$ cat src/rtl/cpu_run_ctrl_if.sv
// cpu_run_ctrl_if
//   Groups the run controller's bus-level signals: program load stream,
//   instruction memory write port, core reset, and the snooped core store
//   port.
//   master : controller side (accepts the load stream, drives imem and
//            core_rst, observes the store port).
//   slave  : environment side (load source, imem, core).
// Parameters: XLEN data/address width, AW instruction memory address width.
interface cpu_run_ctrl_if #(
  parameter int unsigned XLEN = 32,
  parameter int unsigned AW   = 8
);
  logic            ld_valid;
  logic            ld_ready;
  logic [XLEN-1:0] ld_data;
  logic            ld_last;

  logic            imem_we;
  logic [AW-1:0]   imem_addr;
  logic [XLEN-1:0] imem_wdata;

  logic            core_rst;

  logic            dmem_we;
  logic [XLEN-1:0] dmem_addr;
  logic [XLEN-1:0] dmem_wdata;

  modport master (
    input  ld_valid, ld_data, ld_last, dmem_we, dmem_addr, dmem_wdata,
    output ld_ready, imem_we, imem_addr, imem_wdata, core_rst
  );

  modport slave (
    output ld_valid, ld_data, ld_last, dmem_we, dmem_addr, dmem_wdata,
    input  ld_ready, imem_we, imem_addr, imem_wdata, core_rst
  );
endinterface

$ cat src/rtl/cpu_run_ctrl.sv
// cpu_run_ctrl
//   Load/reset/run/finish sequencer for the RISC-V core. Streams a program
//   into instruction memory, holds the core in reset for RST_CYCLES cycles,
//   lets it run, and stops on a store to HALT_ADDR or after TIMEOUT cycles.
// Ports:
//   clk_i, rst_ni : clock (rising edge), asynchronous active-low reset
//   start_i       : one-cycle request to begin a sequence (IDLE/DONE only)
//   bus           : cpu_run_ctrl_if.master (load stream, imem write port,
//                   core_rst, snooped store port)
//   busy_o        : sequence in progress (LOAD, HOLD, RUN)
//   done_o        : sequence finished, core frozen in reset
//   pass_o        : halt store carried the value 1
//   timeout_o     : run stopped by the cycle limit
//   load_err_o    : program filled memory without a last beat (truncated)
//   result_o      : data of the halt store
//   cycles_o      : RUN cycles elapsed
// Build option RUN_CTRL_SKIP_LOAD_EN: removes the load path; start goes
//   straight to HOLD and the memory is expected to be preloaded.
module cpu_run_ctrl #(
  parameter int unsigned     XLEN       = 32,
  parameter int unsigned     IMEM_DEPTH = 256,
  parameter int unsigned     RST_CYCLES = 1,
  parameter int unsigned     TIMEOUT    = 100,
  parameter logic [XLEN-1:0] HALT_ADDR  = 32'h0000_0FFC,
  parameter int unsigned     AW         = $clog2(IMEM_DEPTH)
) (
  input  logic              clk_i,
  input  logic              rst_ni,
  input  logic              start_i,
  cpu_run_ctrl_if.master    bus,
  output logic              busy_o,
  output logic              done_o,
  output logic              pass_o,
  output logic              timeout_o,
  output logic              load_err_o,
  output logic [XLEN-1:0]   result_o,
  output logic [31:0]       cycles_o
);

  typedef enum logic [2:0] {
    ST_IDLE = 3'd0,
    ST_LOAD = 3'd1,
    ST_HOLD = 3'd2,
    ST_RUN  = 3'd3,
    ST_DONE = 3'd4
  } state_e;

  localparam int unsigned     HW        = (RST_CYCLES > 1) ? $clog2(RST_CYCLES) : 1;
  localparam logic [HW-1:0]   HOLD_LAST = HW'(RST_CYCLES - 1);
  localparam logic [AW-1:0]   SLOT_LAST = AW'(IMEM_DEPTH - 1);
  localparam logic [31:0]     RUN_LAST  = 32'(TIMEOUT - 1);
  localparam logic [XLEN-1:0] PASS_CODE = XLEN'(1'b1);

  state_e          state_q, state_d;
  logic [AW-1:0]   wcnt_q;
  logic [HW-1:0]   hold_cnt_q;
  logic [31:0]     cycles_q;
  logic            imem_we_q;
  logic [AW-1:0]   imem_addr_q;
  logic [XLEN-1:0] imem_wdata_q;
  logic [XLEN-1:0] result_q;
  logic            pass_q, timeout_q, load_err_q;

  logic accept_s, load_end_s, hold_end_s, halt_s, tmo_s, ld_ready_s;
  logic unused_load_s;

`ifdef RUN_CTRL_SKIP_LOAD_EN
  localparam state_e LAUNCH_ST = ST_HOLD;
  assign accept_s      = 1'b0;
  assign unused_load_s = ^{bus.ld_valid, bus.ld_last, bus.ld_data, ld_ready_s,
                           imem_we_q, load_err_q};
  assign bus.ld_ready  = 1'b0;
  assign bus.imem_we   = 1'b0;
  assign load_err_o    = 1'b0;
`else
  localparam state_e LAUNCH_ST = ST_LOAD;
  assign accept_s      = (state_q == ST_LOAD) && bus.ld_valid;
  assign unused_load_s = 1'b0;
  assign bus.ld_ready  = ld_ready_s;
  assign bus.imem_we   = imem_we_q;
  assign load_err_o    = load_err_q;
`endif

  // The final slot ends the load even without ld_last (flagged as truncated).
  assign load_end_s = accept_s && (bus.ld_last || (wcnt_q == SLOT_LAST));
  assign hold_end_s = (hold_cnt_q == HOLD_LAST);
  assign halt_s     = bus.dmem_we && (bus.dmem_addr == HALT_ADDR);
  assign tmo_s      = (cycles_q == RUN_LAST);

  assign bus.imem_addr  = imem_addr_q;
  assign bus.imem_wdata = imem_wdata_q;
  assign pass_o         = pass_q;
  assign timeout_o      = timeout_q;
  assign result_o       = result_q;
  assign cycles_o       = cycles_q;

  // State register.
  always_ff @(posedge clk_i or negedge rst_ni) begin
    if (!rst_ni) begin
      state_q <= ST_IDLE;
    end else begin
      state_q <= state_d;
    end
  end

  // Next-state logic; start is only honoured in IDLE and DONE.
  always_comb begin
    state_d = state_q;
    case (state_q)
      ST_IDLE, ST_DONE: begin
        if (start_i) state_d = LAUNCH_ST;
        else         state_d = state_q;
      end
      ST_LOAD: begin
        if (load_end_s) state_d = ST_HOLD;
        else            state_d = state_q;
      end
      ST_HOLD: begin
        if (hold_end_s) state_d = ST_RUN;
        else            state_d = state_q;
      end
      ST_RUN: begin
        if (halt_s || tmo_s) state_d = ST_DONE;
        else                 state_d = state_q;
      end
      default: state_d = ST_IDLE;
    endcase
  end

  // Output decode; the core is held in reset everywhere except RUN.
  always_comb begin
    bus.core_rst = 1'b1;
    busy_o       = 1'b0;
    done_o       = 1'b0;
    ld_ready_s   = 1'b0;
    case (state_q)
      ST_IDLE: begin
        bus.core_rst = 1'b1;
      end
      ST_LOAD: begin
        busy_o     = 1'b1;
        ld_ready_s = 1'b1;
      end
      ST_HOLD: begin
        busy_o = 1'b1;
      end
      ST_RUN: begin
        bus.core_rst = 1'b0;
        busy_o       = 1'b1;
      end
      ST_DONE: begin
        done_o = 1'b1;
      end
      default: begin
        bus.core_rst = 1'b1;
      end
    endcase
  end

  // Datapath: load counter, imem write port, hold counter, run counter and flags.
  always_ff @(posedge clk_i or negedge rst_ni) begin
    if (!rst_ni) begin
      wcnt_q       <= {AW{1'b0}};
      hold_cnt_q   <= {HW{1'b0}};
      cycles_q     <= 32'd0;
      imem_we_q    <= 1'b0;
      imem_addr_q  <= {AW{1'b0}};
      imem_wdata_q <= {XLEN{1'b0}};
      result_q     <= {XLEN{1'b0}};
      pass_q       <= 1'b0;
      timeout_q    <= 1'b0;
      load_err_q   <= 1'b0;
    end else begin
      imem_we_q <= 1'b0;
      case (state_q)
        ST_IDLE, ST_DONE: begin
          if (start_i) begin
            wcnt_q     <= {AW{1'b0}};
            hold_cnt_q <= {HW{1'b0}};
            cycles_q   <= 32'd0;
            result_q   <= {XLEN{1'b0}};
            pass_q     <= 1'b0;
            timeout_q  <= 1'b0;
            load_err_q <= 1'b0;
          end
        end
        ST_LOAD: begin
          if (accept_s) begin
            imem_we_q    <= 1'b1;
            imem_addr_q  <= wcnt_q;
            imem_wdata_q <= bus.ld_data;
            wcnt_q       <= wcnt_q + AW'(1'b1);
            if (!bus.ld_last && (wcnt_q == SLOT_LAST)) begin
              load_err_q <= 1'b1;
            end
          end
        end
        ST_HOLD: begin
          if (hold_end_s) hold_cnt_q <= {HW{1'b0}};
          else            hold_cnt_q <= hold_cnt_q + HW'(1'b1);
        end
        ST_RUN: begin
          // Halt has priority over the cycle limit in the same cycle.
          if (halt_s) begin
            result_q <= bus.dmem_wdata;
            pass_q   <= (bus.dmem_wdata == PASS_CODE);
          end else if (tmo_s) begin
            timeout_q <= 1'b1;
          end else if (cycles_q != 32'hFFFF_FFFF) begin
            cycles_q <= cycles_q + 32'd1;
          end
        end
        default: begin
          imem_we_q <= 1'b0;
        end
      endcase
    end
  end

endmodule

$ cat src/flat_wrapper.sv
// flat-port wrapper written by rule: the top's interface ports become plain ports
module cpu_run_ctrl_flat 
#(
  parameter int unsigned     XLEN       = 32,
  parameter int unsigned     IMEM_DEPTH = 256,
  parameter int unsigned     RST_CYCLES = 1,
  parameter int unsigned     TIMEOUT    = 100,
  parameter logic [XLEN-1:0] HALT_ADDR  = 32'h0000_0FFC,
  parameter int unsigned     AW         = $clog2(IMEM_DEPTH)
)
  (clk_i, rst_ni, start_i, busy_o, done_o, pass_o, timeout_o, load_err_o, result_o, cycles_o, bus_ld_valid, bus_ld_data, bus_ld_last, bus_dmem_we, bus_dmem_addr, bus_dmem_wdata, bus_ld_ready, bus_imem_we, bus_imem_addr, bus_imem_wdata, bus_core_rst);
  cpu_run_ctrl_if #(.XLEN(XLEN), .AW(AW)) bus_i ();
  input  logic clk_i;
  input  logic rst_ni;
  input  logic start_i;
  output logic busy_o;
  output logic done_o;
  output logic pass_o;
  output logic timeout_o;
  output logic load_err_o;
  output logic [XLEN-1:0] result_o;
  output logic [31:0] cycles_o;
  input wire logic [$bits(bus_i.ld_valid)-1:0] bus_ld_valid;
  input wire logic [$bits(bus_i.ld_data)-1:0] bus_ld_data;
  input wire logic [$bits(bus_i.ld_last)-1:0] bus_ld_last;
  input wire logic [$bits(bus_i.dmem_we)-1:0] bus_dmem_we;
  input wire logic [$bits(bus_i.dmem_addr)-1:0] bus_dmem_addr;
  input wire logic [$bits(bus_i.dmem_wdata)-1:0] bus_dmem_wdata;
  output wire logic [$bits(bus_i.ld_ready)-1:0] bus_ld_ready;
  output wire logic [$bits(bus_i.imem_we)-1:0] bus_imem_we;
  output wire logic [$bits(bus_i.imem_addr)-1:0] bus_imem_addr;
  output wire logic [$bits(bus_i.imem_wdata)-1:0] bus_imem_wdata;
  output wire logic [$bits(bus_i.core_rst)-1:0] bus_core_rst;
  assign bus_i.ld_valid = bus_ld_valid;
  assign bus_i.ld_data = bus_ld_data;
  assign bus_i.ld_last = bus_ld_last;
  assign bus_i.dmem_we = bus_dmem_we;
  assign bus_i.dmem_addr = bus_dmem_addr;
  assign bus_i.dmem_wdata = bus_dmem_wdata;
  assign bus_ld_ready = bus_i.ld_ready;
  assign bus_imem_we = bus_i.imem_we;
  assign bus_imem_addr = bus_i.imem_addr;
  assign bus_imem_wdata = bus_i.imem_wdata;
  assign bus_core_rst = bus_i.core_rst;
  cpu_run_ctrl #(.XLEN(XLEN), .IMEM_DEPTH(IMEM_DEPTH), .RST_CYCLES(RST_CYCLES), .TIMEOUT(TIMEOUT), .HALT_ADDR(HALT_ADDR), .AW(AW)) u_core (.clk_i(clk_i), .rst_ni(rst_ni), .start_i(start_i), .bus(bus_i), .busy_o(busy_o), .done_o(done_o), .pass_o(pass_o), .timeout_o(timeout_o), .load_err_o(load_err_o), .result_o(result_o), .cycles_o(cycles_o));
endmodule
$ cat config.mk
export PLATFORM = sky130hd
export DESIGN_NAME = cpu_run_ctrl_flat
export DESIGN_NICKNAME = d
export VERILOG_FILES = /design/src/rtl/cpu_run_ctrl_if.sv /design/src/rtl/cpu_run_ctrl.sv /design/src/flat_wrapper.sv
export SDC_FILE = /design/constraint.sdc
export NUM_CORES = 1
export LEC_CHECK = 0
export ABC_AREA = 0
export BUFFER_PORTS_ARGS = -buffer_cell sky130_fd_sc_hd__buf_2
export CAP_MARGIN = 20
export CORE_ASPECT_RATIO = 1.2
export CORE_MARGIN = 10
export CORE_UTILIZATION = 40
export CTS_CLUSTER_DIAMETER = 100
export DETAILED_ROUTE_END_ITERATION = 6
export GPL_TIMING_DRIVEN = 0
export HOLD_SLACK_MARGIN = 0.08
export PLACE_DENSITY = 0.74
export REMOVE_ABC_BUFFERS = 1
export SYNTH_ARGS = -nofsm -noshare
export SYNTH_HDL_FRONTEND = slang
export SYNTH_SLANG_ARGS = --single-unit
export TNS_END_PERCENT = 10
$ cat constraint.sdc
create_clock -name clk_i -period 5.05 [get_ports clk_i]
set_input_delay 0.505 -clock clk_i [delete_from_list [all_inputs] [get_ports clk_i]]
set_output_delay 0.505 -clock clk_i [all_outputs]
set_load 0.02 [all_outputs]
**Word-level counts from Yosys, hierarchy flattened**

Index checks and enable logic that the tools add are counted.
W data, S select, Z words.

- Divide/modulo/power cells: 0
- Reductions and logical operators: 21
- Shift-type cells: 0
- Bitwise logic cells: 0
- Add/sub/neg operators: 3
- Mux-type cells: 32
- Eq/ne operators: 20
- Order comparisons: 0
- Multipliers: 0

Operators with widths:

| operator | number |
|---|---|
| $mux W32 | 5 |
| $pmux W32 S2 | 2 |
| $add A32 B1 Y32 const B | 1 |
| $eq A32 B1 Y1 const B | 1 |
| $eq A32 B12 Y1 const B | 1 |
| $eq A32 B7 Y1 const B | 1 |
| $ne A32 B32 Y1 const B | 1 |
| $mux W8 | 2 |
| $pmux W8 S2 | 1 |
| $mux W1 | 13 |
| $mux W3 | 4 |
| $ne A2 B1 Y1 const B | 6 |
| $pmux W3 S4 | 1 |
| $reduce_and A4 Y1 | 3 |
| $ne A2 B2 Y1 const B | 5 |
| $add A8 B1 Y8 const B | 1 |
| $eq A8 B8 Y1 const B | 1 |
| $pmux W1 S2 | 4 |
| $eq A3 B2 Y1 const B | 2 |
| $reduce_and A3 Y1 | 2 |
| $reduce_bool A2 Y1 | 3 |
| $reduce_and A5 Y1 | 1 |
| $logic_and A1 B1 Y1 | 4 |
| $reduce_and A2 Y1 | 2 |
| 8 further kinds | 9 |

- Memories: 0
- Logic and storage cells: 87
- RAM bits: 0
- Bits in registers: 120
- Input bits: 102
- Latch bits: 0
- Memory bits (read-only): 0

**Logic depth before layout (Yosys ltp)**

- Depth after elaboration: 5
- Depth in mapped cells: 8

**Worst setup path after synthesis**

Ideal clock, no wire load.

- Kind: input to register
- From: input bus_dmem_addr[22]
- To: register u_core.cycles_q[6], in the netlist u_core.cycles_o[6]
- Stages: 6
- Path slack: 2,835 ps
- Library setup time: 124 ps
- Arrival: 2,091 ps
- Required time: 4,926 ps
- Path through: or3_1 or4b_1 buf_4 a31oi_4 nor4_1 a211o_1

- Longest elaborated chain between the ends: 4

Ends and longest elaborated chain:

| element | line | text |
|---|---|---|
| start, declared | flat_wrapper.sv:27 | `input wire logic [$bits(bus_i.dmem_addr)-1:0] bus_dmem_addr;` |
| $eq A32 B12 Y1 | cpu_run_ctrl.sv:87 | `assign halt_s = bus.dmem_we && (bus.dmem_addr == HALT_ADDR);` |
| $logic_and A1 B1 Y1 | cpu_run_ctrl.sv:87 |  |
| $ne A2 B2 Y1 (no source line) | - |  |
| $reduce_and A5 Y1 (no source line) | - |  |
| end signal, assigned | cpu_run_ctrl.sv:210 | `cycles_q <= cycles_q + 32'd1;` |
| end, declared | cpu_run_ctrl.sv:57 | `logic [31:0] cycles_q;` |

Every way passes these cells.
A chain may end at the register's enable or synchronous reset.

**Worst setup path in the final report**

- From: register u_core.state_q[0]
- To: register u_core.cycles_q[27], in the netlist u_core.cycles_o[27]

- Longest elaborated chain between the ends: 4

Ends and longest elaborated chain:

| element | line | text |
|---|---|---|
| start, declared | cpu_run_ctrl.sv:54 | `state_e state_q, state_d;` |
| start signal, assigned | cpu_run_ctrl.sv:102 | `state_q <= state_d;` |
| $eq A3 B3 Y1 or $logic_not A3 Y1 (tied branches) | cpu_run_ctrl.sv:175 | `case (state_q)` |
| $reduce_or A2 Y1 | cpu_run_ctrl.sv:175 |  |
| $ne A2 B2 Y1 (no source line) or $reduce_bool A2 Y1 (tied branches) | - |  |
| $reduce_and A5 Y1 (no source line) | - |  |

Several ways; a longest one is shown, not always the timed one.

==> results.rst <==
.. list-table::
   :header-rows: 1

   * - Metric
     - Value
   * - Post-synthesis share of cell area spent on and, or, nand and nor gates
     - 0.288
   * - Combinational family with the most area after synthesis
     - simple AND/OR/NAND/NOR gates
   * - Peak ir drop on the vdd network
     - 0.000312 V
   * - Core region area
     - 0.0137 mm2
   * - Final Cycle Share
     - 0.694
   * - Power per cell area
     - around 550 mW/mm2
   * - Area of the die
     - approximately 0.019 mm2
   * - Routing layer with the top usage in global route
     - met2
   * - WL/cell
     - roughly 17 um
   * - Share of the synthesized area in compound gates (AO/OA/AOI/OAI)
     - 0.133
   * - Detailed Place HPWL
     - 12.3 mm
   * - Buffers inserted during post-CTS setup optimization
     - 0
   * - Overall fraction of global-route tracks in use
     - 0.175
   * - Total Wirelength
     - between 15 and 20 mm
   * - Placer Congestion
     - about 0.85
   * - Number of clock sinks
     - 119
   * - Number of max-slew violations in the final report
     - 0
   * - Cells after Synth
     - 632
   * - Clock transition at the registers of the reported paths
     - roughly 0.050 ns
   * - Total placed instance area
     - 0.00678 mm2
   * - Met3 demand-to-capacity share in global routing
     - 0.0530
   * - Reg2reg start
     - u_core.state_q[0]
   * - Fmax achieved
     - 0.285 GHz
   * - Worst Setup Path Type
     - reg2reg
   * - Synth Register Bits
     - approximately 120
   * - Detail-routed via count per cell
     - about 5.2
   * - Type of origin of the critical path
     - flop
   * - DR iter-0 viols
     - between 300 and 400
   * - Residual antenna-violating net count after detailed routing
     - 0
   * - Root Buffer
     - sky130_fd_sc_hd__clkbuf_16
   * - Initial Util
     - 0.405
   * - Pin count of the biggest net entering global routing
     - 67
   * - Port Buffer Count
     - 213
   * - Transition time at the pin with the least slew margin
     - 0.989 ns
   * - TritonCTS clock tree
     - done
   * - Die W
     - 128 um
   * - Number of top-level design ports
     - 214
   * - Outcome
     - completed
   * - Unrepaired setup endpoints after global routing
     - no
   * - Max-capacitance violation count
     - 0
   * - Clock buffers created by TritonCTS
     - 17
   * - Vertical die dimension
     - ~150 um
   * - LEAKAGE
     - ~3.8 nW
   * - Core Util, Final
     - 0.540
   * - Worst-path maximum fanout
     - 28
   * - Worst min-delay path class
     - in2reg
   * - CP Launch Point
     - u_core.state_q[0]
   * - Number of H-tree levels
     - 4
   * - Most frequently used flop master after synthesis
     - sky130_fd_sc_hd__dfrtp_1
   * - Vias after detailed routing
     - between 5k and 6k
   * - Layout Skew
     - about 0.012 ns
   * - Cell area after layout
     - between 0.007 and 0.008 mm2
   * - Hold Vio Cnt, Final
     - 0
   * - Global-route wire length before repair
     - 27.4 mm
   * - Area share of fa/ha/maj cells after synthesis
     - 0.00451
   * - Remaining global-route overflow
     - 0
   * - Required arrival time at the worst endpoint
     - 5.38 ns
   * - Fin Hold WS
     - 0.289 ns
   * - Normalized max-slew margin
     - 0.340
   * - Ratio of cells with drive above 1 in the final layout
     - 0.312
   * - FP Rows
     - 47
   * - Post-detailed-route DRC marker count
     - 0
   * - Max Buffers Root-to-Sink
     - 2
   * - Number of warnings reported in the yosys synthesis log
     - 0
   * - Number of detailed-routing iterations run before antenna repair
     - 4
   * - Final net count
     - roughly 940
   * - Distinct cell type count after synthesis
     - 48
   * - Arr. time, crit path
     - 3.83 ns
   * - Number of standard cells in the layout, taps in and fillers out
     - ~1.0k
   * - Average cell area after synthesis
     - 8.78 um2
   * - Later-pin clock latency in the skew report
     - 0.41 ns
   * - Synthesized area
     - 0.00555 mm2
   * - Area share of xor/xnor cells in the synthesized design
     - 0.00631
   * - Initial antenna violation count
     - 0
   * - Final setup violation count
     - 0
   * - HP Start
     - bus_ld_data[27]
   * - Final sum of negative setup slack
     - 0 ns
   * - Fraction of registers with async set or reset after synthesis
     - 1.00
   * - Number of antenna cells inserted
     - 0
   * - Share of synthesized area occupied by flip-flops and latches
     - 0.537
   * - Proportion of synthesized area in mux cells
     - 0
   * - Final worst path period need
     - 3.50 ns
   * - Number of global-route vias before repair
     - 5339
   * - Sort of element at the end of the critical path
     - flop
   * - M2 GR Usage
     - 0.284
   * - Synthesis-to-layout area growth
     - 33.3%
   * - Global Route met1 Usage
     - 0.217
   * - Total instance count after detailed placement
     - 988
   * - Number of enable flip-flop cells after synthesis
     - 0
critical path, stage by stage, from the launching register on:
cell and delay [ns]:
sky130_fd_sc_hd__dfrtp_1 0.42, sky130_fd_sc_hd__inv_1 0.12, sky130_fd_sc_hd__nor3b_4 0.82, sky130_fd_sc_hd__inv_2 0.46, sky130_fd_sc_hd__a31oi_4 0.47, sky130_fd_sc_hd__nand3_2 0.51, sky130_fd_sc_hd__or3_1 0.52, sky130_fd_sc_hd__o21ai_1 0.07
power breakdown:
part	internal [W]	total, W	switching, W	leakage [nW]
Clock	0.000777	0.00122	0.000445	0.284
Combinational	0.000447	0.00144	0.000996	1.97
Sequential	0.00124	0.00142	0.000182	1.57
cells in the final DEF, fill, tap and decap left out, types with 3 or more instances in the layout:
cell                         netlist  final
sky130_fd_sc_hd__buf_2             6    212
sky130_fd_sc_hd__nand2_1         212    211
sky130_fd_sc_hd__dfrtp_1         119    119
sky130_fd_sc_hd__o21ai_0          50     50
sky130_fd_sc_hd__nor2_1           25     25
sky130_fd_sc_hd__nand4_1          23     23
sky130_fd_sc_hd__nand3_1          21     21
sky130_fd_sc_hd__o21ai_1          21     21
sky130_fd_sc_hd__nor4_1           20     20
sky130_fd_sc_hd__o31ai_1          18     18
sky130_fd_sc_hd__clkbuf_16         0     17
sky130_fd_sc_hd__a21oi_1          14     13
sky130_fd_sc_hd__a31oi_1           8      8
sky130_fd_sc_hd__inv_1             7      7
sky130_fd_sc_hd__or3_1             7      7
sky130_fd_sc_hd__and3_1            6      6
sky130_fd_sc_hd__nor3_1            5      5
sky130_fd_sc_hd__clkinvlp_4        0      5
sky130_fd_sc_hd__xor2_1            4      4
sky130_fd_sc_hd__clkbuf_8          0      4
sky130_fd_sc_hd__and2_1            3      3
sky130_fd_sc_hd__nand3_2           3      3
sky130_fd_sc_hd__o211ai_1          3      3
sky130_fd_sc_hd__o41ai_1           3      3
sky130_fd_sc_hd__clkinv_2          0      3
registers in the layout, summed over array words and instances (netlist names):
signal,flops
u_core.bus.imem_addr,8
u_core.result_o,32
u_core.load_err_o,1
u_core.bus.imem_wdata,32
u_core.pass_o,1
u_core.timeout_o,1
u_core.wcnt_q,8
u_core.cycles_o,32
u_core.state_q,3
u_core.bus.imem_we,1
cells by family after synthesis:
group	count (synthesis)
flip-flops	119
buffers and inverters	40
adder cells (fa/ha/maj)	2
AND/OR/NAND/NOR	344
AO/OA/AOI/OAI	123
XOR/XNOR	4
per-layer routing:
| layer | routed length [um] | vias up |
|---|---|---|
| li1 | - | 2636 |
| met1 | 7120 | 2477 |
| met2 | 8360 | 194 |
| met3 | 1280 | 21 |
| met4 | 304 | 0 |
| met5 | 0 | - |
Yosys cell counts (2+ instances only):
library cell / instances / area share
sky130_fd_sc_hd__a31oi_1: 8 / 0.0090
sky130_fd_sc_hd__a21oi_1: 14 / 0.013
sky130_fd_sc_hd__nor2_1: 25 / 0.017
sky130_fd_sc_hd__inv_2: 2 / 0.0014
sky130_fd_sc_hd__o21ai_0: 50 / 0.045
sky130_fd_sc_hd__nor4_1: 20 / 0.023
sky130_fd_sc_hd__buf_6: 2 / 0.0041
sky130_fd_sc_hd__o21ai_1: 21 / 0.019
sky130_fd_sc_hd__xor2_1: 4 / 0.0063
sky130_fd_sc_hd__nand2_1: 212 / 0.14
sky130_fd_sc_hd__buf_2: 6 / 0.0054
sky130_fd_sc_hd__nand3_1: 21 / 0.019
sky130_fd_sc_hd__nor3_2: 2 / 0.0036
sky130_fd_sc_hd__ha_1: 2 / 0.0045
sky130_fd_sc_hd__or3_1: 7 / 0.0079
sky130_fd_sc_hd__buf_1: 5 / 0.0034
sky130_fd_sc_hd__a31oi_4: 2 / 0.0077
sky130_fd_sc_hd__clkbuf_1: 17 / 0.011
sky130_fd_sc_hd__o31ai_1: 18 / 0.024
sky130_fd_sc_hd__inv_1: 7 / 0.0047
sky130_fd_sc_hd__nand3_2: 3 / 0.0054
sky130_fd_sc_hd__o211ai_1: 3 / 0.0041
sky130_fd_sc_hd__nor3_1: 5 / 0.0045
sky130_fd_sc_hd__nor2b_1: 2 / 0.0023
sky130_fd_sc_hd__nor4b_1: 2 / 0.0032
sky130_fd_sc_hd__o41ai_1: 3 / 0.0047
sky130_fd_sc_hd__dfrtp_1: 119 / 0.54
sky130_fd_sc_hd__nand4_1: 23 / 0.026
sky130_fd_sc_hd__and3_1: 6 / 0.0068
sky130_fd_sc_hd__and2_1: 3 / 0.0034
area by class of cell:
type                       count  area (um2)
fill                        1309        6310
sequential                   119        2980
multi-input combinational    473        2410
timing repair buffer         217        1150
clock buffer                  21         480
tap                          171         214
clock inverter                11         121
inverter                       9        33.8
per-stage QoR:
| stage | power (W) | worst slack [ns] |
|---|---|---|
| 2_1_floorplan | 0.00229 | 1.26 |
| 3_3_place_gp | 0.00285 | -1.22 |
| 3_5_place_dp | 0.00290 | 1.49 |
| 4_1_cts | 0.00414 | 1.49 |
| 5_1_grt | 0.00436 | 1.22 |
| 6_report | 0.00409 | 1.55 |
what timing repair did:
item / in CTS / in global routing
endpoints found under the hold margin: 31 / 0
hold buffers: 1 / 0
resized for setup: 0 / 0
path summary, 6_finish.rpt:
kind	to	slack, ns	cells after the start
max in group asynchronous	u_core.result_o[27]	3.70	3
min reg2reg	u_core.bus.imem_wdata[20]	0.47	2
max	u_core.cycles_o[27]	1.55	7
max reg2reg	u_core.cycles_o[27]	1.55	7
min	u_core.bus.imem_wdata[27]	0.29	3
min in group asynchronous	u_core.bus.imem_wdata[24]	0.63	2
Note: power is estimated with default switching activity, not from simulation.
